$ cat src/rtl/data_array_write_arbiter.sv
// Four-requester, two-port write arbiter for a data array: per-requester holding registers,
// round-robin grant of up to two writes per cycle. Optional DATA_ARRAY_WRITE_COLLISION_CHECK_EN.
module data_array_write_arbiter #(
  parameter int NUM_REQ   = 4,
  parameter int NUM_PORTS = 2,
  parameter int ENTRIES   = 16,
  parameter int DATA_W    = 64
) (
  input  logic              clock,
  input  logic              reset,
  input  logic              io_req_0_valid,
  output logic              io_req_0_ready,
  input  logic [ENTRIES-1:0] io_req_0_addr,
  input  logic [DATA_W-1:0] io_req_0_data,
  input  logic              io_req_1_valid,
  output logic              io_req_1_ready,
  input  logic [ENTRIES-1:0] io_req_1_addr,
  input  logic [DATA_W-1:0] io_req_1_data,
  input  logic              io_req_2_valid,
  output logic              io_req_2_ready,
  input  logic [ENTRIES-1:0] io_req_2_addr,
  input  logic [DATA_W-1:0] io_req_2_data,
  input  logic              io_req_3_valid,
  output logic              io_req_3_ready,
  input  logic [ENTRIES-1:0] io_req_3_addr,
  input  logic [DATA_W-1:0] io_req_3_data,
  input  logic              io_stall,
  output logic              io_wport_0_enable,
  output logic [ENTRIES-1:0] io_wport_0_addr,
  output logic [DATA_W-1:0] io_wport_0_data,
  output logic              io_wport_1_enable,
  output logic [ENTRIES-1:0] io_wport_1_addr,
  output logic [DATA_W-1:0] io_wport_1_data,
  output logic              io_pending
);
  localparam int IDX_W = $clog2(NUM_REQ);

  // The port list is hand-written for exactly four requesters and two ports.
  if (NUM_REQ != 4 || NUM_PORTS != 2) begin : g_bad_cfg
    $error("data_array_write_arbiter supports only NUM_REQ=4, NUM_PORTS=2");
  end

  // Handshake: requester i's write is taken at the edge when valid and ready are both high;
  // ready is high when its holding register is empty or is being granted this cycle.
  logic [NUM_REQ-1:0] req_valid, ready, accept, hold_valid, grant;
  logic [ENTRIES-1:0] req_addr [NUM_REQ];
  logic [ENTRIES-1:0] hold_addr [NUM_REQ];
  logic [DATA_W-1:0]  req_data [NUM_REQ];
  logic [DATA_W-1:0]  hold_data [NUM_REQ];
  logic [IDX_W-1:0]   rr, rr_next, g0_idx, g1_idx, scan_idx;
  logic               g0_hit, g1_hit, second_seen, collide;

  assign req_valid   = {io_req_3_valid, io_req_2_valid, io_req_1_valid, io_req_0_valid};
  assign req_addr[0] = io_req_0_addr;
  assign req_addr[1] = io_req_1_addr;
  assign req_addr[2] = io_req_2_addr;
  assign req_addr[3] = io_req_3_addr;
  assign req_data[0] = io_req_0_data;
  assign req_data[1] = io_req_1_data;
  assign req_data[2] = io_req_2_data;
  assign req_data[3] = io_req_3_data;

  assign ready  = ~hold_valid | grant;
  assign accept = req_valid & ready;
  assign {io_req_3_ready, io_req_2_ready, io_req_1_ready, io_req_0_ready} = ready;
  assign io_pending = |hold_valid;

  // Scan from rr with wrap; only the first two valid holders are candidates.
  always_comb begin
    g0_hit      = 1'b0;
    g1_hit      = 1'b0;
    g0_idx      = '0;
    g1_idx      = '0;
    second_seen = 1'b0;
    scan_idx    = '0;
    collide     = 1'b0;
    for (int k = 0; k < NUM_REQ; k++) begin
      scan_idx = IDX_W'((int'(rr) + k) % NUM_REQ);
      if (hold_valid[scan_idx] && !io_stall) begin
        if (!g0_hit) begin
          g0_hit = 1'b1;
          g0_idx = scan_idx;
        end else if (!second_seen) begin
          second_seen = 1'b1;
`ifdef DATA_ARRAY_WRITE_COLLISION_CHECK_EN
          collide = |(hold_addr[g0_idx] & hold_addr[scan_idx]);
`else
          collide = 1'b0;
`endif
          if (!collide) begin
            g1_hit = 1'b1;
            g1_idx = scan_idx;
          end
        end
      end
    end
    grant = '0;
    if (g0_hit) grant[g0_idx] = 1'b1;
    if (g1_hit) grant[g1_idx] = 1'b1;
    rr_next = rr;
    if (g1_hit)      rr_next = IDX_W'((int'(g1_idx) + 1) % NUM_REQ);
    else if (g0_hit) rr_next = IDX_W'((int'(g0_idx) + 1) % NUM_REQ);
  end

  // A granted holder that accepts in the same cycle stays valid with the new write.
  always_ff @(posedge clock or posedge reset) begin
    if (reset) begin
      hold_valid <= '0;
      rr         <= '0;
    end else begin
      rr <= rr_next;
      for (int i = 0; i < NUM_REQ; i++) begin
        if (accept[i])     hold_valid[i] <= 1'b1;
        else if (grant[i]) hold_valid[i] <= 1'b0;
      end
    end
  end

  // Payload is qualified by hold_valid, so it needs no reset.
  always_ff @(posedge clock) begin
    for (int i = 0; i < NUM_REQ; i++) begin
      if (accept[i]) begin
        hold_addr[i] <= req_addr[i];
        hold_data[i] <= req_data[i];
      end
    end
  end

  always_ff @(posedge clock or posedge reset) begin
    if (reset) begin
      io_wport_0_enable <= 1'b0;
      io_wport_0_addr   <= '0;
      io_wport_0_data   <= '0;
      io_wport_1_enable <= 1'b0;
      io_wport_1_addr   <= '0;
      io_wport_1_data   <= '0;
    end else begin
      io_wport_0_enable <= g0_hit;
      io_wport_1_enable <= g1_hit;
      if (g0_hit) begin
        io_wport_0_addr <= hold_addr[g0_idx];
        io_wport_0_data <= hold_data[g0_idx];
      end
      if (g1_hit) begin
        io_wport_1_addr <= hold_addr[g1_idx];
        io_wport_1_data <= hold_data[g1_idx];
      end
    end
  end
endmodule

$ cat config.mk
export PLATFORM = sky130hd
export DESIGN_NAME = data_array_write_arbiter
export DESIGN_NICKNAME = d
export VERILOG_FILES = /design/src/rtl/data_array_write_arbiter.sv
export SDC_FILE = /design/constraint.sdc
export NUM_CORES = 1
export LEC_CHECK = 0
export ABC_AREA = 1
export CORE_MARGIN = 2
export CORE_UTILIZATION = 50
export DETAILED_ROUTE_END_ITERATION = 12
export PLACE_DENSITY = 0.79
export SYNTH_ARGS = -nofsm -noshare
export SYNTH_HDL_FRONTEND = slang
export SYNTH_SLANG_ARGS = --single-unit
$ cat constraint.sdc
create_clock -name clock -period 8.3 [get_ports clock]
set_input_delay 1.66 -clock clock [delete_from_list [all_inputs] [get_ports clock]]
set_output_delay 1.66 -clock clock [all_outputs]
set_load 0.02 [all_outputs]
---- Yosys cells after proc, flatten, opt, wreduce, memory -nomap -nowiden ----
Memories as Yosys holds them, arrays and structs flattened. A register that Yosys moved wholly into a read port is not among the register bits.
Cells that the tools add are included.
word-level totals
  flip-flop bits (word level) ............. 8
  bits in writable memories ............... 320
  input bits .............................. 327
  word-level logic and storage cells ...... 96
  memories ................................ 2
operators by class
  add/subtract/negate cells ............... 5
  magnitude comparators ................... 8
  multiplexer cells ....................... 57
  bitwise gates (word level) .............. 4
  reductions and logical operators ........ 13
memories
  name       words  width  read ports  clocked after Yosys merged registers in  write ports  line  RTL
  hold_data  4      64     2           2                                        4            49    logic [DATA_W-1:0] hold_data [NUM_REQ];
  hold_addr  4      16     2           2                                        4            47    logic [ENTRIES-1:0] hold_addr [NUM_REQ];
operators with widths
  kind                                                                   number
  2-bit two-way mux                                                      17
  1-bit two-way mux                                                      32
  2-bit by 3-bit < comparator with 1-bit output, second input constant   6
  2-bit nonzero test                                                     5
  1-bit binary-select mux with 2-bit select                              4
  4-bit two-way mux                                                      2
  4-bit OR                                                               2
  2-bit by 1-bit adder with 2-bit output, second input constant          3
  1-bit logical AND                                                      6
  2-bit adder, second input constant                                     2
  4-bit AND                                                              1
  1-bit demux with 2-bit select                                          2
  2-bit by 1-bit >= comparator with 1-bit output, second input constant  2
  4-bit inverter                                                         1
  4-bit OR reduction                                                     1
  1-bit zero test                                                        1

---- Depth between registers and ports, before layout ----
Gate-level depths: netlist of run 1.
  depth after elaboration ................. 22
  depth in mapped cells ................... 19
  gate-level depth less buffers ........... 17

---- Least setup slack after synthesis of run 1 ----
OpenSTA, ideal clock, no wires.
  kind .................................... input to register
  from .................................... input port io_stall
  to ...................................... memory hold_addr[0][0] (enable)
  arrival time ............................ 7731 ps
  required time ........................... 7734 ps
  path slack .............................. 3 ps
  stages .................................. 12
  cell sequence ........................... inv_1 nand3_1 inv_1 ha_1 nand3b_1 nand3_1 nand3_2 nand2_2 buf_6 buf_6 nand3_1 a31oi_1
RTL lines
  element             line  RTL
  start: declaration  27    input logic io_stall,
  end: declaration    47

---- Final worst setup path of run 1 ----
  from .................................... input port io_stall
  to ...................................... output port io_req_2_ready
on the way
  word-level cells in the longest chain between the ends .. 18
RTL lines
  element                                                                                                                                line  RTL
  1-bit zero test *                                                                                                                      79    if (hold_valid[scan_idx] && !io_stall) begin
  1-bit logical AND                                                                                                                      79
  1-bit two-way mux                                                                                                                      79
  2-bit two-way mux or 1-bit two-way mux (tied branches)                                                                                 80    if (!g0_hit) begin
  2-bit two-way mux or 1-bit two-way mux (tied branches)                                                                                 79
  2-bit two-way mux                                                                                                                      83    end else if (!second_seen) begin
  2-bit two-way mux                                                                                                                      80
  2-bit two-way mux                                                                                                                      79
  [2 not listed]                                                                                                                         -
  2-bit two-way mux                                                                                                                      79
  2-bit by 3-bit < comparator with 1-bit output (not written as such) or 2-bit by 1-bit >= comparator with 1-bit output (tied branches)  99    if (g1_hit) grant[g1_idx] = 1'b1;
  1-bit logical AND (not written as such)                                                                                                99
  1-bit two-way mux (not written as such)                                                                                                99
  1-bit demux with 2-bit select                                                                                                          99
  4-bit OR (no source line)                                                                                                              -
  4-bit two-way mux *                                                                                                                    99
  4-bit OR *                                                                                                                             63    assign ready = ~hold_valid | grant;
  end: declaration                                                                                                                       20    output logic io_req_2_ready,
Every way passes the cells marked *; elsewhere a longest branch is shown, timed or not.

==> results of run 1 <==
cell usage in the layout (no fill, tap or decap), types with 3 or more instances in the layout:
master and count:
buf_4 27, bufinv_16 6, clkbuf_1 16, clkbuf_16 51, clkbuf_8 5, clkdlybuf4s50_1 493
clkinv_1 4, clkinv_2 9, dfrtp_1 168, diode_2 6, edfxtp_1 320, inv_1 237
inv_2 8, nand2_1 1247, nand2_2 3, nand2_4 5, nand3_1 444, nand3b_1 31
nand4_1 33, nor2_1 5
cell families (layout without fill, tap and decap cells):
| kind of cell | after synthesis | in the layout | synth area share (%) |
|---|---|---|---|
| DFF | 488 | 488 | 59.70 |
| adders and majority gates | 2 | 2 | 0.1081 |
| other | 0 | 6 | 0 |
| AOI/OAI and AO/OA | 7 | 7 | 0.1730 |
| and+or+nand+nor | 1777 | 1777 | 32.35 |
| buffers and inverters | 416 | 862 | 7.673 |
Yosys cell counts, types with 2 or more instances:
library cell	instances
buf_2	90
nor2_2	2
ha_1	2
clkbuf_1	40
buf_6	8
inv_2	9
nand2_1	1251
buf_1	17
edfxtp_1	320
nor2_1	5
nand3_1	444
a21oi_1	3
buf_4	11
nand4_1	33
nand3_2	3
nand2_2	5
dfrtp_1	168
inv_1	241
nand3b_1	31
stage by stage:
step	utilization, %	hold slack [ns]	instance area [µm²]	setup slack (ns)	cells
detailed placement	62.14	0.4646	28320	1.524	3644
floorplan	-	0.4709	23140	0.002691	2690
finish	65.81	0.4770	29990	1.500	3742
global route	65.81	0.4994	29990	1.267	3742
global placement	62.14	0.4648	28320	1.550	3644
CTS	65.78	0.4808	29980	1.515	3736
area by class of cell:
cell class                      count  share of cell area [%]
Inverter                          250                   3.179
Antenna cell                        6                 0.05006
Sequential cell                   488                   46.05
Timing Repair Buffer              520                   17.13
Multi-Input combinational cell   1786                   25.55
Tap cell                          600                   2.503
Clock inverter                     20                  0.8468
Clock buffer                       72                   4.685
layer usage:
layer / vias to the layer above / part of all wire (%)
li1: 9420 / -
met1: 10000 / 35
met2: 1621 / 47
met3: 344 / 12
met4: 4 / 5.9
met5: - / 0.042
registers in the layout (all words and copies together), names as in the netlist:
register / cells
hold_addr: 64
hold_data: 256
hold_valid: 4
io_wport_0_addr: 16
io_wport_0_data: 64
io_wport_0_enable: 1
io_wport_1_addr: 16
io_wport_1_data: 64
io_wport_1_enable: 1
rr: 2
path summary, 6_finish.rpt:
kind,end,slack [ns],depth (start not counted)
worst max-delay path,io_req_2_ready,1.50,15
worst max register to register,io_wport_0_data[58],3.47,17
max in group asynchronous,io_wport_1_addr[5],5.22,3
worst min register to register,io_wport_0_addr[5],0.48,2
worst min-delay path,io_wport_0_addr[5],0.48,2
min in group asynchronous,io_wport_1_data[16],1.61,2
critical path: cells and delay by family:
family	cells	cell delay, ns
buf+inv	5	1.49
compound gates	1	0.14
simple gates	8	1.69
fa+ha+maj	1	0.16
==> metrics, run 1 <==
final net count=3425; die width=219.1 µm; largest net degree at the start of global routing=roughly 110; footprint of the multi-input gates=7665 µm²; async set-or-reset flop fraction in the synthesized netlist=34.43%; Final Max Tran Viols=0; met3 usage in global routing=6.916%; Skew-Pair Late Insertion Delay=0.59 ns; Synth cell types=26; crit path max fanout=between 60 and 70; top_reg_cell synth=edfxtp_1; Worst EP required=6.64 ns; clock-pin slew of the registers on the worst-case setup and hold paths=approximately 0.05 ns; Root Buffer=clkbuf_16; vias in the first global route=~21000; CTS Buf Count=50; via/cell ratio=approximately 5.7; Tcrit/Tclk final=81.93%; first-pass GRT wire length=roughly 120000 µm; Max Fclk=~150 MHz; grt met1 use=42.17%; Synth Register Bits=between 400 and 500; Hold Crit Class=register to register; Post-CTS Hold Fix Bufs=0; average size of a mapped cell=around 8.6 µm²; register area share after synthesis=between 50% and 60%; warnings from Yosys=0; DRC viols=0; crit path time final=6.800 ns; Synth area leader=edfxtp_1; Total Wirelength=a little over 80000 µm; I/O Pins=494; number of synthesized flops with an enable pin=320; post-synth top area share=about two fifths; RSZ-0062 raised after global routing=no; initial DRC count=about 3000; share of cells above drive strength 1=~4.2%; GRT overflow=0; H-tree Lvls=2; die height=between 200 and 250 µm; Area Overhead vs Synth=29.63%; max_slew headroom=between 10% and 20%; Port Buf Inserts=493; WP data arrival=between 5 and 6 ns; GRT Overall Usage=between 30% and 40%; post-route ant nets=0; Final Hold Fails=0; Net Count, Synth=3019; most used routing layer=met2; Final Skew=0.02257 ns; Setup TNS=0 ns; hpwl dp=48960 µm; min-delay src=io_wport_0_addr[5]; max_cap viols=0; RR Startpoint=rr[0]; fillers=3501; DR vias=21390; post-synthesis cell area=around 23000 µm²; CTS resizes=0; Final setup viols=0; Tightest Pin Transition=around 1.3 ns; Row Count=between 70 and 80; Area contributors post-synth=edfxtp_1 42%, nand2_1 20%, dfrtp_1 18%; critical path cell sequence=clkdlybuf4s50_1 -> inv_1 -> nand3_1 -> inv_1 -> ha_1 -> inv_1 -> nor2_1 -> nand2_1 -> o21ai_1 -> nand2_4 -> nand2_4 -> nor2_1 -> nor2_1 -> nand2_1 -> clkdlybuf4s50_1; CP startpoint kind=primary input; peak per-stage delay on the critical path=~0.57 ns; Setup Buffers After CTS=0; met2 Track Usage GR=53.52%; WS Path Type=primary input to primary output; post-DR wirelength/cell=between 20 and 25 µm; status=finished clean; CTS Sinks=roughly 490; crit path max-delay cell type=clkdlybuf4s50_1; TritonCTS clock tree=yes; critical path endpoint category=primary output; Syn Inst Count=approximately 2700; Core Footprint=~46000 µm²; initial antenna violation count=8; Crit. Startpoint=io_stall; gpl congestion=a little under 0.9; Pre-antenna DRT Iters=6; initial core utilization=50.77%; clock buffer depth=3; die area=~48000 µm²; register area=approximately 14000 µm²
Power of run 1 is left out: the tool's default activity adds up to more than one toggle a clock period on the data nets, which glitch-free logic cannot reach.
==> run 2, diff against run 1 <==
==> constraint.sdc (replaced) <==
create_clock -name clock -period 7 [get_ports clock]
set_input_delay 1.4 -clock clock [delete_from_list [all_inputs] [get_ports clock]]
set_output_delay 1.4 -clock clock [all_outputs]
set_load 0.02 [all_outputs]
==> run 2 against run 1 <==
Global-route usage shrank 0.63 points. Core utilization grew 0.48 points. Routed wire length shrank 1.2%. Clock skew rose by 0.0045 ns. Die area stayed put. Sequential share of layout area is 0.33 points lower. Register-to-register slack worse by 1.3 ns. Cell area increased by 0.73%. Critical path type unchanged.
==> metrics, run 2 (synthesis gave the netlist of run 1 again) <==
status=finished clean; Skew-Pair Late Insertion Delay=0.60 ns; gpl congestion=0.8825; Post-CTS Hold Fix Bufs=0; Layout Cells excl Fill=roughly 3800; Area Overhead vs Synth=30.57%; die area=48010 µm²; Setup Buffers After CTS=0; Final setup viols=0; I/O Pins=494; CP startpoint kind=primary input; Hold Crit Class=register to register; commonest non-fill, non-tap cell in the layout=nand2_1; die height=219.1 µm; via/cell ratio=around 5.7; Max Fclk=between 150 and 200 MHz; post-DR wirelength/cell=between 20 and 25 µm; crit path max fanout=42; vias in the first global route=21510; H-tree Lvls=2; first-pass GRT wire length=120000 µm; WP data arrival=around 4.6 ns; initial DRC count=~2700; Worst EP required=roughly 5.6 ns; Total Wirelength=between 80000 and 90000 µm; fillers=3435; share of cells above drive strength 1=4.418%; critical path endpoint category=primary output; RSZ-0062 raised after global routing=no; most used routing layer=met2; TritonCTS clock tree=yes; Setup TNS=0 ns; final net count=3431; Port Buf Inserts=between 400 and 500; clock buffer depth=3; max_cap viols=0; CTS Sinks=488; Final Max Tran Viols=0; DRC viols=0; max_slew headroom=~15%; Pre-antenna DRT Iters=8; clock-pin slew of the registers on the worst-case setup and hold paths=approximately 0.060 ns; Cell Count Post-Placement=3648; DR vias=21360; Final Hold Fails=0; crit path time final=around 6 ns; post-route ant nets=0; WS Path Type=primary input to primary output; GRT overflow=0; CTS Buf Count=52; grt met1 use=about two fifths; initial antenna violation count=21; Tcrit/Tclk final=a little under nine tenths; Root Buffer=clkbuf_16; Tightest Pin Transition=between 1 and 1.5 ns; die width=roughly 220 µm; met3 usage in global routing=between 6 and 7%; met2 Track Usage GR=between 50% and 60%; hpwl dp=about 48000 µm; Final Skew=about 0.027 ns; Core Footprint=between 40000 and 50000 µm²; GRT Overall Usage=~33%; most frequent cells in the layout=1247 x nand2_1, 493 x clkdlybuf4s50_1, 444 x nand3_1, 320 x edfxtp_1, 237 x inv_1; Top reg by flops=hold_data; initial core utilization=between 50% and 60%; CTS resizes=0; Row Count=78; max reg flops=about 260; largest net degree at the start of global routing=129
## run 2: cell count changes in the layout (fill, tap and decap cells not counted), sizes merged
cell      previous run  this run
clkinvlp             2         3
diode                6        21
buf                 27        31
inv                249       248
clkbuf              72        78
## run 2: cell type report
type | instances | area, µm² | area share [%]
antenna | 21 | 52.55 | 0.1739
clock buffer | 78 | 1501 | 4.970
clock inverter | 20 | 265.3 | 0.8780
inverter | 250 | 953.4 | 3.156
multi-input combinational | 1786 | 7670 | 25.39
sequential | 488 | 13810 | 45.72
tap | 600 | 750.7 | 2.485
timing repair buffer | 524 | 5205 | 17.23
## run 2: metrics by stage
| stage | area, µm² | hold slack [ns] | worst slack (ns) | util, % |
|---|---|---|---|---|
| 2_1_floorplan | 23150 | 0.4709 | 0.9085 | - |
| 3_3_place_gp | 28390 | 0.4634 | 1.125 | 62.30 |
| 3_5_place_dp | 28390 | 0.4649 | 1.084 | 62.30 |
| 4_1_cts | 30160 | 0.4806 | 1.071 | 66.17 |
| 5_1_grt | 30210 | 0.4934 | 0.8776 | 66.29 |
| 6_report | 30210 | 0.4757 | 1.038 | 66.29 |
## run 2: path summary, 6_finish.rpt
path	startpoint	endpoint	slack (ns)	cells past startpoint
min in group asynchronous	reset	hold_valid[2]	1.45	2
worst min-delay path	io_wport_1_addr[11]	io_wport_1_addr[11]	0.48	2
worst max register to register	rr[0]	io_wport_0_data[54]	2.13	18
worst max-delay path	io_stall	io_req_3_ready	1.04	11
worst min register to register	io_wport_1_addr[11]	io_wport_1_addr[11]	0.48	2
max in group asynchronous	reset	io_wport_0_data[17]	4.24	3
## run 2: metal layers
| layer | share of wire [%] | vias up |
|---|---|---|
| met1 | 36 | 9952 |
| met2 | 47 | 1606 |
| met5 | 0.015 | - |
| met4 | 5.7 | 2 |
| li1 | - | 9467 |
| met3 | 11 | 335 |
## run 2: worst max-delay path, cell delays in order
cell and delay, ns:
clkdlybuf4s50_1 0.45, inv_1 0.25, nand3_1 0.31, nand3_2 0.21, nand2_1 0.13, inv_2 0.12, nand3_1 0.15, nand2_4 0.54
nand2_1 0.24, nand2_1 0.15, clkdlybuf4s50_1 0.61
Power of run 2 is left out for the same reason.
